<file path="config.mk">
export PLATFORM = sky130hd
export DESIGN_NAME = nv_nvdla_cdma_img_pfifo_flat
export DESIGN_NICKNAME = d
export VERILOG_FILES = /design/src/rtl/nv_nvdla_cdma_pkg.sv /design/src/rtl/nv_nvdla_cdma_img_pfifo_if.sv /design/src/rtl/nv_nvdla_cdma_img_pfifo_ram.sv /design/src/rtl/nv_nvdla_cdma_img_pfifo.sv /design/src/flat_wrapper.sv
export SDC_FILE = /design/constraint.sdc
export NUM_CORES = 2
export LEC_CHECK = 0
export CAP_MARGIN = 0
export CORE_UTILIZATION = 35
export CTS_CLUSTER_SIZE = 12
export DETAILED_ROUTE_END_ITERATION = 8
export PLACE_DENSITY = 0.51
export SYNTH_ARGS = -nofsm -noshare
export SYNTH_HDL_FRONTEND = slang
export SYNTH_HIERARCHICAL = 1
export SYNTH_SLANG_ARGS = --single-unit
</file>
<file path="constraint.sdc">
create_clock -name clk -period 11.7 [get_ports clk]
set_input_delay 1.17 -clock clk [delete_from_list [all_inputs] [get_ports clk]]
set_output_delay 1.17 -clock clk [all_outputs]
set_load 0.03 [all_outputs]
</file>
<file path="src/rtl/nv_nvdla_cdma_pkg.sv">
// Shared CDMA constants and width helpers for the image pixel FIFO.
package nv_nvdla_cdma_pkg;

    localparam int unsigned CDMA_IMG_FIFO_DW    = 11;
    localparam int unsigned CDMA_IMG_FIFO_DEPTH = 128;

    // Ceiling log2; returns 0 for values 0 and 1.
    function automatic int unsigned cdma_clog2(input int unsigned value);
        int unsigned w;
        w = 0;
        if (value > 32'd1) begin
            while (((value - 32'd1) >> w) != 32'd0) begin
                w = w + 32'd1;
            end
        end
        return w;
    endfunction

endpackage

</file>
<file path="src/rtl/nv_nvdla_cdma_img_pfifo_if.sv">
// Write/read handshake bundle of the image pixel FIFO.
interface nv_nvdla_cdma_img_pfifo_if #(
    parameter int unsigned DW = 11
);
    logic          wr_req;
    logic          wr_ready;
    logic [DW-1:0] wr_data;
    logic          rd_req;
    logic          rd_ready;
    logic [DW-1:0] rd_data;

    modport master (
        output wr_req,
        input  wr_ready,
        output wr_data,
        input  rd_req,
        output rd_ready,
        input  rd_data
    );

    modport slave (
        input  wr_req,
        output wr_ready,
        input  wr_data,
        output rd_req,
        input  rd_ready,
        output rd_data
    );
endinterface

</file>
<file path="src/rtl/nv_nvdla_cdma_img_pfifo_ram.sv">
// 1R1W storage with synchronous read; power control is accepted for macro compatibility.
module nv_nvdla_cdma_img_pfifo_ram #(
    parameter int unsigned DW      = 11,
    parameter int unsigned ENTRIES = 127,
    parameter int unsigned AW      = 7
) (
    input  logic          clk_i,
    input  logic [31:0]   pwrbus_ram_pd_i,
    input  logic          we_i,
    input  logic [AW-1:0] waddr_i,
    input  logic [DW-1:0] wdata_i,
    input  logic [AW-1:0] raddr_i,
    output logic [DW-1:0] rdata_o
);
    logic [DW-1:0] mem_q [ENTRIES];
    logic [DW-1:0] rdata_q;
    logic          unused_pd;

    assign unused_pd = ^pwrbus_ram_pd_i;

    always_ff @(posedge clk_i) begin
        if (we_i) begin
            mem_q[waddr_i] <= wdata_i;
        end
        rdata_q <= mem_q[raddr_i];
    end

    assign rdata_o = rdata_q;

endmodule

</file>
<file path="src/rtl/nv_nvdla_cdma_img_pfifo.sv">
// Image pixel FIFO: DEPTH-1 entry RAM plus a flopped output stage with fall-through bypass,
// registered ready, runtime occupancy limit and flush.
module nv_nvdla_cdma_img_pfifo
    import nv_nvdla_cdma_pkg::*;
#(
    parameter int unsigned DW    = CDMA_IMG_FIFO_DW,
    parameter int unsigned DEPTH = CDMA_IMG_FIFO_DEPTH,
    parameter int unsigned AW    = cdma_clog2(DEPTH),
    parameter int unsigned CW    = AW + 1
) (
    input  logic                            clk,
    input  logic                            reset,
    nv_nvdla_cdma_img_pfifo_if.slave        bus,
    input  logic                            flush,
    input  logic [CW-1:0]                   wr_limit,
    output logic [CW-1:0]                   wr_count,
    output logic                            almost_full,
    input  logic [31:0]                     pwrbus_ram_pd
);
    localparam int unsigned   RamEntries = DEPTH - 1;
    localparam logic [AW-1:0] PtrLast    = AW'(RamEntries - 1);
    localparam logic [CW-1:0] DepthCw    = CW'(DEPTH);

    logic          rd_req_q, rd_req_d;
    logic [DW-1:0] rd_data_q, rd_data_d;
    logic [CW-1:0] wr_count_q, wr_count_d;
    logic          wr_ready_q, wr_ready_d;
    logic          almost_full_q, almost_full_d;
    logic [AW-1:0] wr_ptr_q, wr_ptr_d;
    logic [AW-1:0] rd_ptr_q, rd_ptr_d;
    logic          byp_q, byp_d;
    logic [DW-1:0] byp_data_q, byp_data_d;

    logic [CW-1:0] eff_limit;
    logic          wr_acc, rd_pop, out_free, ram_nz, ram_we;
    logic [DW-1:0] ram_rdata, ram_head;

    function automatic logic [AW-1:0] ptr_inc(input logic [AW-1:0] p);
        return (p == PtrLast) ? '0 : p + 1'b1;
    endfunction

    always_comb begin
        eff_limit = (wr_limit == '0 || wr_limit > DepthCw) ? DepthCw : wr_limit;
        wr_acc    = bus.wr_req && wr_ready_q;
        rd_pop    = rd_req_q && bus.rd_ready;
        out_free  = !rd_req_q || rd_pop;
        ram_nz    = wr_count_q > CW'(rd_req_q);
        // The RAM read register can be stale when the head was written in the read cycle.
        ram_head  = byp_q ? byp_data_q : ram_rdata;
        ram_we    = wr_acc && !flush && !(out_free && !ram_nz);

        rd_req_d   = rd_req_q;
        rd_data_d  = rd_data_q;
        rd_ptr_d   = rd_ptr_q;
        wr_ptr_d   = wr_ptr_q;
        wr_count_d = wr_count_q;
        byp_data_d = bus.wr_data;

        if (out_free) begin
            if (ram_nz) begin
                rd_req_d  = 1'b1;
                rd_data_d = ram_head;
                rd_ptr_d  = ptr_inc(rd_ptr_q);
            end else if (wr_acc) begin
                rd_req_d  = 1'b1;
                rd_data_d = bus.wr_data;
            end else begin
                rd_req_d  = 1'b0;
            end
        end

        if (ram_we) begin
            wr_ptr_d = ptr_inc(wr_ptr_q);
        end

        if (wr_acc && !rd_pop) begin
            wr_count_d = wr_count_q + 1'b1;
        end else if (!wr_acc && rd_pop) begin
            wr_count_d = wr_count_q - 1'b1;
        end

        if (flush) begin
            rd_req_d   = 1'b0;
            rd_ptr_d   = '0;
            wr_ptr_d   = '0;
            wr_count_d = '0;
        end

        wr_ready_d    = wr_count_d < eff_limit;
        almost_full_d = wr_count_d >= (eff_limit - 1'b1);
        byp_d         = ram_we && (wr_ptr_q == rd_ptr_d);
    end

    always_ff @(posedge clk) begin
        if (reset) begin
            rd_req_q      <= 1'b0;
            wr_count_q    <= '0;
            wr_ready_q    <= 1'b0;
            almost_full_q <= 1'b0;
            wr_ptr_q      <= '0;
            rd_ptr_q      <= '0;
            byp_q         <= 1'b0;
        end else begin
            rd_req_q      <= rd_req_d;
            wr_count_q    <= wr_count_d;
            wr_ready_q    <= wr_ready_d;
            almost_full_q <= almost_full_d;
            wr_ptr_q      <= wr_ptr_d;
            rd_ptr_q      <= rd_ptr_d;
            byp_q         <= byp_d;
        end
    end

    // Payload flops carry no reset; they are only observed while rd_req is high.
    always_ff @(posedge clk) begin
        rd_data_q  <= rd_data_d;
        byp_data_q <= byp_data_d;
    end

    nv_nvdla_cdma_img_pfifo_ram #(
        .DW      (DW),
        .ENTRIES (RamEntries),
        .AW      (AW)
    ) u_ram (
        .clk_i           (clk),
        .pwrbus_ram_pd_i (pwrbus_ram_pd),
        .we_i            (ram_we),
        .waddr_i         (wr_ptr_q),
        .wdata_i         (bus.wr_data),
        .raddr_i         (rd_ptr_d),
        .rdata_o         (ram_rdata)
    );

    assign bus.wr_ready = wr_ready_q;
    assign bus.rd_req   = rd_req_q;
    assign bus.rd_data  = rd_data_q;
    assign wr_count     = wr_count_q;
    assign almost_full  = almost_full_q;

endmodule

</file>
<file path="src/flat_wrapper.sv">
// flat-port wrapper written by rule: the top's interface ports become plain ports
module nv_nvdla_cdma_img_pfifo_flat import nv_nvdla_cdma_pkg::*;
#(
    parameter int unsigned DW    = CDMA_IMG_FIFO_DW,
    parameter int unsigned DEPTH = CDMA_IMG_FIFO_DEPTH,
    parameter int unsigned AW    = cdma_clog2(DEPTH),
    parameter int unsigned CW    = AW + 1
)
  (clk, reset, flush, wr_limit, wr_count, almost_full, pwrbus_ram_pd, bus_wr_req, bus_wr_ready, bus_wr_data, bus_rd_req, bus_rd_ready, bus_rd_data);
  nv_nvdla_cdma_img_pfifo_if #(.DW(DW)) bus_i ();
  input  logic clk;
  input  logic reset;
  input  logic flush;
  input  logic [CW-1:0] wr_limit;
  output logic [CW-1:0] wr_count;
  output logic almost_full;
  input  logic [31:0] pwrbus_ram_pd;
  input wire logic [$bits(bus_i.wr_req)-1:0] bus_wr_req;
  output wire logic [$bits(bus_i.wr_ready)-1:0] bus_wr_ready;
  input wire logic [$bits(bus_i.wr_data)-1:0] bus_wr_data;
  output wire logic [$bits(bus_i.rd_req)-1:0] bus_rd_req;
  input wire logic [$bits(bus_i.rd_ready)-1:0] bus_rd_ready;
  output wire logic [$bits(bus_i.rd_data)-1:0] bus_rd_data;
  assign bus_i.wr_req = bus_wr_req;
  assign bus_wr_ready = bus_i.wr_ready;
  assign bus_i.wr_data = bus_wr_data;
  assign bus_rd_req = bus_i.rd_req;
  assign bus_i.rd_ready = bus_rd_ready;
  assign bus_rd_data = bus_i.rd_data;
  nv_nvdla_cdma_img_pfifo #(.DW(DW), .DEPTH(DEPTH), .AW(AW), .CW(CW)) u_core (.clk(clk), .reset(reset), .bus(bus_i), .flush(flush), .wr_limit(wr_limit), .wr_count(wr_count), .almost_full(almost_full), .pwrbus_ram_pd(pwrbus_ram_pd));
endmodule
</file>
==> out/results.ini <==
[timing]
final_hold_viol_count = 0
skew_ns = 0.0238
fin_tns_setup_ns = 0
finalSetupViolCount = 0
max_freq_mhz = 161
slew_headroom_pct = 10.2
drv_slew = 0
fin_ws_ns = 5.49
finalCritPeriodShare_pct = 53.1
min_period_ns = 6.21
rsz0062_at_grt = no
worstMarginPinSlew_ns = 1.34

[detailed_routing]
wl_per_cell_um = 27.1
drc = 0
firstDrtPassIters = 5
wl_um = 140000
viasPerCell = 5.35
drtIter0Drc = 2703
vias = 27600
antenna_left = 0

[grt]
use_met1_pct = 23.6
first_global_vias = 28400
grt_use_met3_pct = 3.30
gr-usage-all-layers_pct = 17.1
gr-usage-met2_pct = 27.8
antenna_found_initial = 4
gr-max-usage-layer = met2
grt_pass1_wl_um = 203000
grt_max_degree = 146
grt_overflow = 0

[die]
die_y_um = 406
die_x_um = 406
pin_count = 78
rows = 147
start_util_pct = 35.4
core-area_mm2 = 0.161
dieArea_mm2 = 0.165

[worst_setup_path]
start_kind = flip-flop
crit_required_ns = 12.30
cp_max_fo = 95
critPathKind = flip-flop to flip-flop
end_kind = flip-flop
r2r_slack_ns = 5.49
worstPathArrival_ns = 6.81

[cells_and_area]
n_antenna_cell = 0
nNetsFinal = 2970
area_growth_syn_to_layout_pct = 13.2
fillers = 14200
drive_above_1_share_pct = 21.8

[synthesis]
synthDominantCellAreaShare_pct = 74.0
synth-seq-cells = 1456
yosysTopAreaCell = edfxtp_1
seq_area_frac_synth_pct = 75.7
yosysMostFrequentCell = edfxtp_1
syn_area_per_cell_um2 = 20.7
synth_nets = 2839
synth-edff-count = 1408
syn_area_mm2 = 0.0571
async_reset_ff_share_pct = 0
yosys_warnings = 6
synthTopCellsByCount = edfxtp_1 (1408), mux4_2 (344), nor2_1 (173), mux2i_1 (137), a22oi_1 (68)
synth-main-ff-cell = edfxtp_1
synth.area.top_cells = edfxtp_1 (74%), mux4_2 (14%), mux2i_1 (2.4%)
ys_types = 65
postSynthCellCount = 2759

[clock_network]
cts_tree = done
cts_buffers = 152
clk_latency_ns = 0.78
hold_buffers = 0
cts_buffer_depth = 3
clockRootBuffer = clkbuf_16
post_cts_buffers = 0
htreeDepth = 4
post_cts_resized = 0
cts.sink_count = 1456
path_clk_slew_ns = 0.06

[placed_design]
gp_congestion = 0.810
hpwl_um = 84900
io_buffers = 45
pre_cts_slack_ns = 4.86

[min_path]
hp-class = flip-flop to flip-flop

[pwr]
ir_worst_vdd_uv = 104
leakage_nw = 19.1
pwr_density_cell_mw_per_mm2 = 168

[status]
status = completed

[job]
maxCapViolCount = 0

per-layer routing:
metal  vias up  wire [µm]
met4         2       3030
met2       914      68200
met5         -          9
li1      11700          -
met1     14800      60100
met3       191       8430
registers in the layout, indices dropped and copies added, names as in the netlist:
register              flops
u_core/bus.rd_data       11
u_core/byp_data_q        11
u_core/almost_full        1
u_core/byp_q              1
u_core/bus.rd_req         1
u_core/u_ram/mem_q     1397
u_core/bus.wr_ready       1
u_core/wr_ptr_q           7
u_core/u_ram/rdata_o     11
u_core/wr_count           8
u_core/rd_ptr_q           7
worst max-delay path: stages (launching register included):
cell	delay (ns)
dfxtp_1	0.43
inv_1	0.12
ha_1	0.30
or2_2	0.33
and3_2	0.39
nor4b_1	0.38
a21oi_1	0.20
nor2_4	0.54
buf_4	0.76
buf_12	0.54
mux4_2	0.43
a22oi_1	0.27
a21oi_1	0.16
a2111oi_0	0.89
a221oi_1	0.11
where the power goes:
group	internal (mW)	switching, mW
clock	2.51	1.92
combinational	0.276	0.387
sequential	5.74	0.0165
total	8.52	2.32
per-stage QoR:
| step | cell area, µm² | total power, mW | hold WS (ns) | instances | util, % |
|---|---|---|---|---|---|
| 3_3_place_gp | 60200 | 6.53 | 0.603 | 4896 | 37.3 |
| 2_1_floorplan | 57100 | 6.30 | 0.537 | 2759 | - |
| 5_1_grt | 64700 | 11.2 | 0.657 | 5160 | 40.1 |
| 3_5_place_dp | 60200 | 6.54 | 0.605 | 4896 | 37.3 |
| 4_1_cts | 64700 | 11.0 | 0.604 | 5160 | 40.1 |
| 6_report | 64700 | 10.8 | 0.592 | 5160 | 40.1 |
kinds of logic (layout without fill, tap and decap cells):
logic type	count (synthesis)	in the layout	share of synthesized area (%)
flip-flops	1456	1456	75.7
multiplexers	482	482	16.0
AND/OR/NAND/NOR	386	386	3.17
AO/OA/AOI/OAI	237	237	2.84
buffers and inverters	156	397	1.49
adder cells (fa/ha/maj)	24	24	0.526
XOR/XNOR	17	17	0.261
other	1	1	0.00657
path summary, 6_finish.rpt:
check	from	to	cells past startpoint
worst min-delay path	u_core/byp_data_q[0]	u_core/bus.rd_data[0]	2
worst min register to register	u_core/byp_data_q[0]	u_core/bus.rd_data[0]	2
worst max-delay path	u_core/wr_count[0]	u_core/u_ram/rdata_o[1]	14
worst max register to register	u_core/wr_count[0]	u_core/u_ram/rdata_o[1]	14
layout by cell type, fill, tap and decap left out, types with 6 or more instances in the layout:
master           instances
o21ai_0                 19
nor2_2                   8
xnor2_1                  8
a21oi_1                 55
nor2_1                 161
dfxtp_1                 48
buf_4                   86
nand4_1                  8
clkbuf_16              158
ha_1                    24
nor4_1                   7
nand2_1                 65
mux4_2                 344
inv_1                    8
a211oi_1                15
inv_6                    8
nand3b_1                 6
clkinv_2                15
clkdlybuf4s50_1         34
edfxtp_1              1408
mux2i_1                137
xor2_1                   9
a31oi_1                  8
nor2b_1                 30
nor3_1                  16
nand3_1                 22
o22ai_1                 23
nand2b_1                22
clkbuf_1                50
clkinv_1                26
a22oi_1                 68
nor3b_1                  6
cell type report:
| cell class | instances | area [µm²] | share of cell area [%] |
|---|---|---|---|
| Multi-Input combinational cell | 1147 | 13100 | 20.3 |
| Inverter | 9 | 36.3 | 0.0561 |
| Tap cell | 2160 | 2700 | 4.18 |
| Timing Repair Buffer | 124 | 1070 | 1.65 |
| Clock buffer | 211 | 4180 | 6.47 |
| Clock inverter | 53 | 304 | 0.470 |
| Sequential cell | 1456 | 43200 | 66.9 |
Note: power is estimated with default switching activity, not from simulation.
==> variant (same flow settings) <==
Register the output `wr_count` once more, cleared by the reset; this adds one clock of latency there. The other outputs are not delayed to match.
--- a/src/rtl/nv_nvdla_cdma_img_pfifo.sv
+++ b/src/rtl/nv_nvdla_cdma_img_pfifo.sv
@@ -136,3 +136,9 @@
     assign bus.rd_data  = rd_data_q;
-    assign wr_count     = wr_count_q;
+    always_ff @(posedge clk) begin
+        if (reset) begin
+            wr_count <= '0;
+        end else begin
+            wr_count <= wr_count_q;
+        end
+    end
     assign almost_full  = almost_full_q;
Function: changed (Yosys sat finds a counterexample within 4 cycles, from zero or initial values and one cycle with reset high).
==> variant against the original RTL <==
Synthesized area increased by 0.49%; critical endpoint is now u_core/u_ram/rdata_o[4]$_DFF_P_; power is 1.5% higher; cell area is 0.80% higher; via count grew 0.66%; final cell count up 1.1%; die area is 0.48% higher; wire length rose by 0.55%; first-iteration DRC count up 6.7%; sequential cell count grew 8; worst setup slack improved by 0.50 ns.
==> variant: results <==
metrics = {
    "routing": {
        "drt_first_pass_iters": 6,
        "drt_iter0_drc": 2885,
        "wl_per_cell_microns": 26.9,
        "dr_total_vias": 27812,
    },
    "clock_tree": {
        "cts.htree.levels": 4,
        "cts_buffers": 154,
        "ctsResizeCount": 0,
        "root_buffer": "clkbuf_16",
        "clk_latency_ns": 0.79,
        "clk_path_buf_depth": 3,
        "post_cts_buffers": 0,
        "clk_pin_slew_worst_paths_ns": 0.06,
    },
    "critical_path": {
        "worstPathMaxFanout": 50,
        "slowest_stage": "buf_4",
        "regToRegSetupSlack_ns": 6.14,
        "critPathArrivalTime_ns": 6.29,
        "critPathTopFamily": "buffers and inverters",
        "worst_path_largest_cell_delay_ns": 0.84,
    },
    "global_route": {
        "grt_util_met2_pct": 27.8,
        "track_usage_pct": 17.2,
        "met3_usage_pct": 3.05,
        "use_met1_pct": 23.7,
        "first_global_vias": 28734,
        "grt_pass1_wl_mm": 203,
        "antenna_found_initial": 3,
        "grt_max_degree": 119,
    },
    "finish": {
        "final_nets": 3000,
        "fin_cells": 5217,
        "drive_gt1_share_pct": 22.1,
        "largest-register": "u_core/u_ram/mem_q",
        "fill_cells": 14265,
        "largest_reg_flops": 1397,
    },
    "pwr": {
        "power.static_leakage_uw": 0.0193,
        "sw_frac_of_total_pct": 21.6,
        "ir_worst_vdd_uv": 107,
    },
    "synthesis": {
        "synth_common_cells": "1408 x edfxtp_1, 344 x mux4_2, 173 x nor2_1",
        "synth_area_leaders": "edfxtp_1 74%, mux4_2 13%, mux2i_1 2.3%",
        "seq_area_frac_synth_pct": 75.6,
        "netlist_instances": 2781,
        "syn_nets": 2861,
        "synthArstFlopShare_pct": 0,
        "ys_warn_count": 6,
        "yosysUniqueCellTypes": 71,
        "synth_flop_cell": "edfxtp_1",
        "synth_edf_count": 1408,
    },
    "place": {
        "hpwl_mm": 85.3,
        "place_inst": 4939,
        "post-place-ws_ns": 5.17,
        "gp_congestion": 0.836,
        "port_buffers": 45,
    },
    "timing": {
        "worst_pin_slew_ns": 1.39,
        "fin_tns_setup_ns": 0,
        "fmax_mhz": 175,
        "skew_ns": 0.0287,
        "holdWs_ns": 0.567,
    },
    "status": {
        "status": "completed",
    },
    "flow_run": {
        "cap_violations": 0,
    },
    "worst_hold_path": {
        "hold_path.class": "flop to flop",
    },
}
==> variant: changes by cell type in the layout (fill, tap and decap cells not counted), moves of 5 or more <==
cell	change
dfxtp_1	+8
a21oi_1	-7
buf_4	+7
nor2_2	+7
clkinv_1	+6
clkinv_2	-6
nor2b_1	+5
nor3_2	+5
==> variant: worst paths after layout <==
check,from,endpoint,depth (start not counted)
hold / removal,u_core/wr_count_q[7]$_SDFF_PP0_,u_core/wr_count[7]$_SDFF_PP0_,1
hold reg to reg,u_core/wr_count_q[7]$_SDFF_PP0_,u_core/wr_count[7]$_SDFF_PP0_,1
setup / recovery,bus_rd_ready,u_core/u_ram/rdata_o[4]$_DFF_P_,11
setup reg to reg,u_core/wr_count_q[0]$_SDFF_PP0_,u_core/u_ram/rdata_o[4]$_DFF_P_,12
==> variant: area by class of cell <==
cell class,instances,area [sq um],share of cell area [%]
Antenna cell,2,5.00,0.00768
Tap cell,2175,2720,4.17
Clock inverter,60,469,0.720
Inverter,10,37.5,0.0576
Multi-Input combinational cell,1158,13200,20.3
Sequential cell,1464,43400,66.6
Timing Repair Buffer,132,1140,1.75
Clock buffer,216,4200,6.44
==> variant: metal layers <==
layer  part of all wire (%)  up-vias
met3                    5.5      187
met1                     44    15032
met5                  0.011        -
met4                    2.4        2
li1                       -    11811
met2                     48      780
==> variant: through the flow <==
stage,area (sq um),total power (uW)
6_report,65200,11000
5_1_grt,65200,11400
4_1_cts,65200,11100
3_5_place_dp,60500,6580
2_1_floorplan,57400,6340
3_3_place_gp,60500,6570
==> variant: logic make-up (layout without fill, tap and decap cells) <==
family | Yosys count | in the layout | share of synthesized area (%)
multiplexers | 479 | 479 | 15.9
AND/OR/NAND/NOR | 398 | 398 | 3.30
adder cells (fa/ha/maj) | 24 | 24 | 0.523
XOR/XNOR | 17 | 17 | 0.273
flip-flops | 1464 | 1464 | 75.6
other | 1 | 3 | 0.00653
AO/OA/AOI/OAI | 239 | 239 | 2.91
buffers and inverters | 159 | 418 | 1.51
==> variant: worst register-to-register path: cells and delay by family, from the launching register on <==
family | cells | cell delay, ns
AND/OR/NAND/NOR | 3 | 0.84
flip-flops | 1 | 0.38
adder cells (fa/ha/maj) | 1 | 0.30
AO/OA/AOI/OAI | 3 | 0.92
multiplexers | 2 | 1.21
buffers and inverters | 3 | 1.71
==> variant: power groups by stage <==
stage	combinational (uW)	sequential, uW	clock (uW)
final	678	5780	4550
after global routing	733	5780	4860
after CTS	696	5780	4670
after detailed placement	694	5890	0
after global placement	680	5890	0
after floorplan	442	5900	0
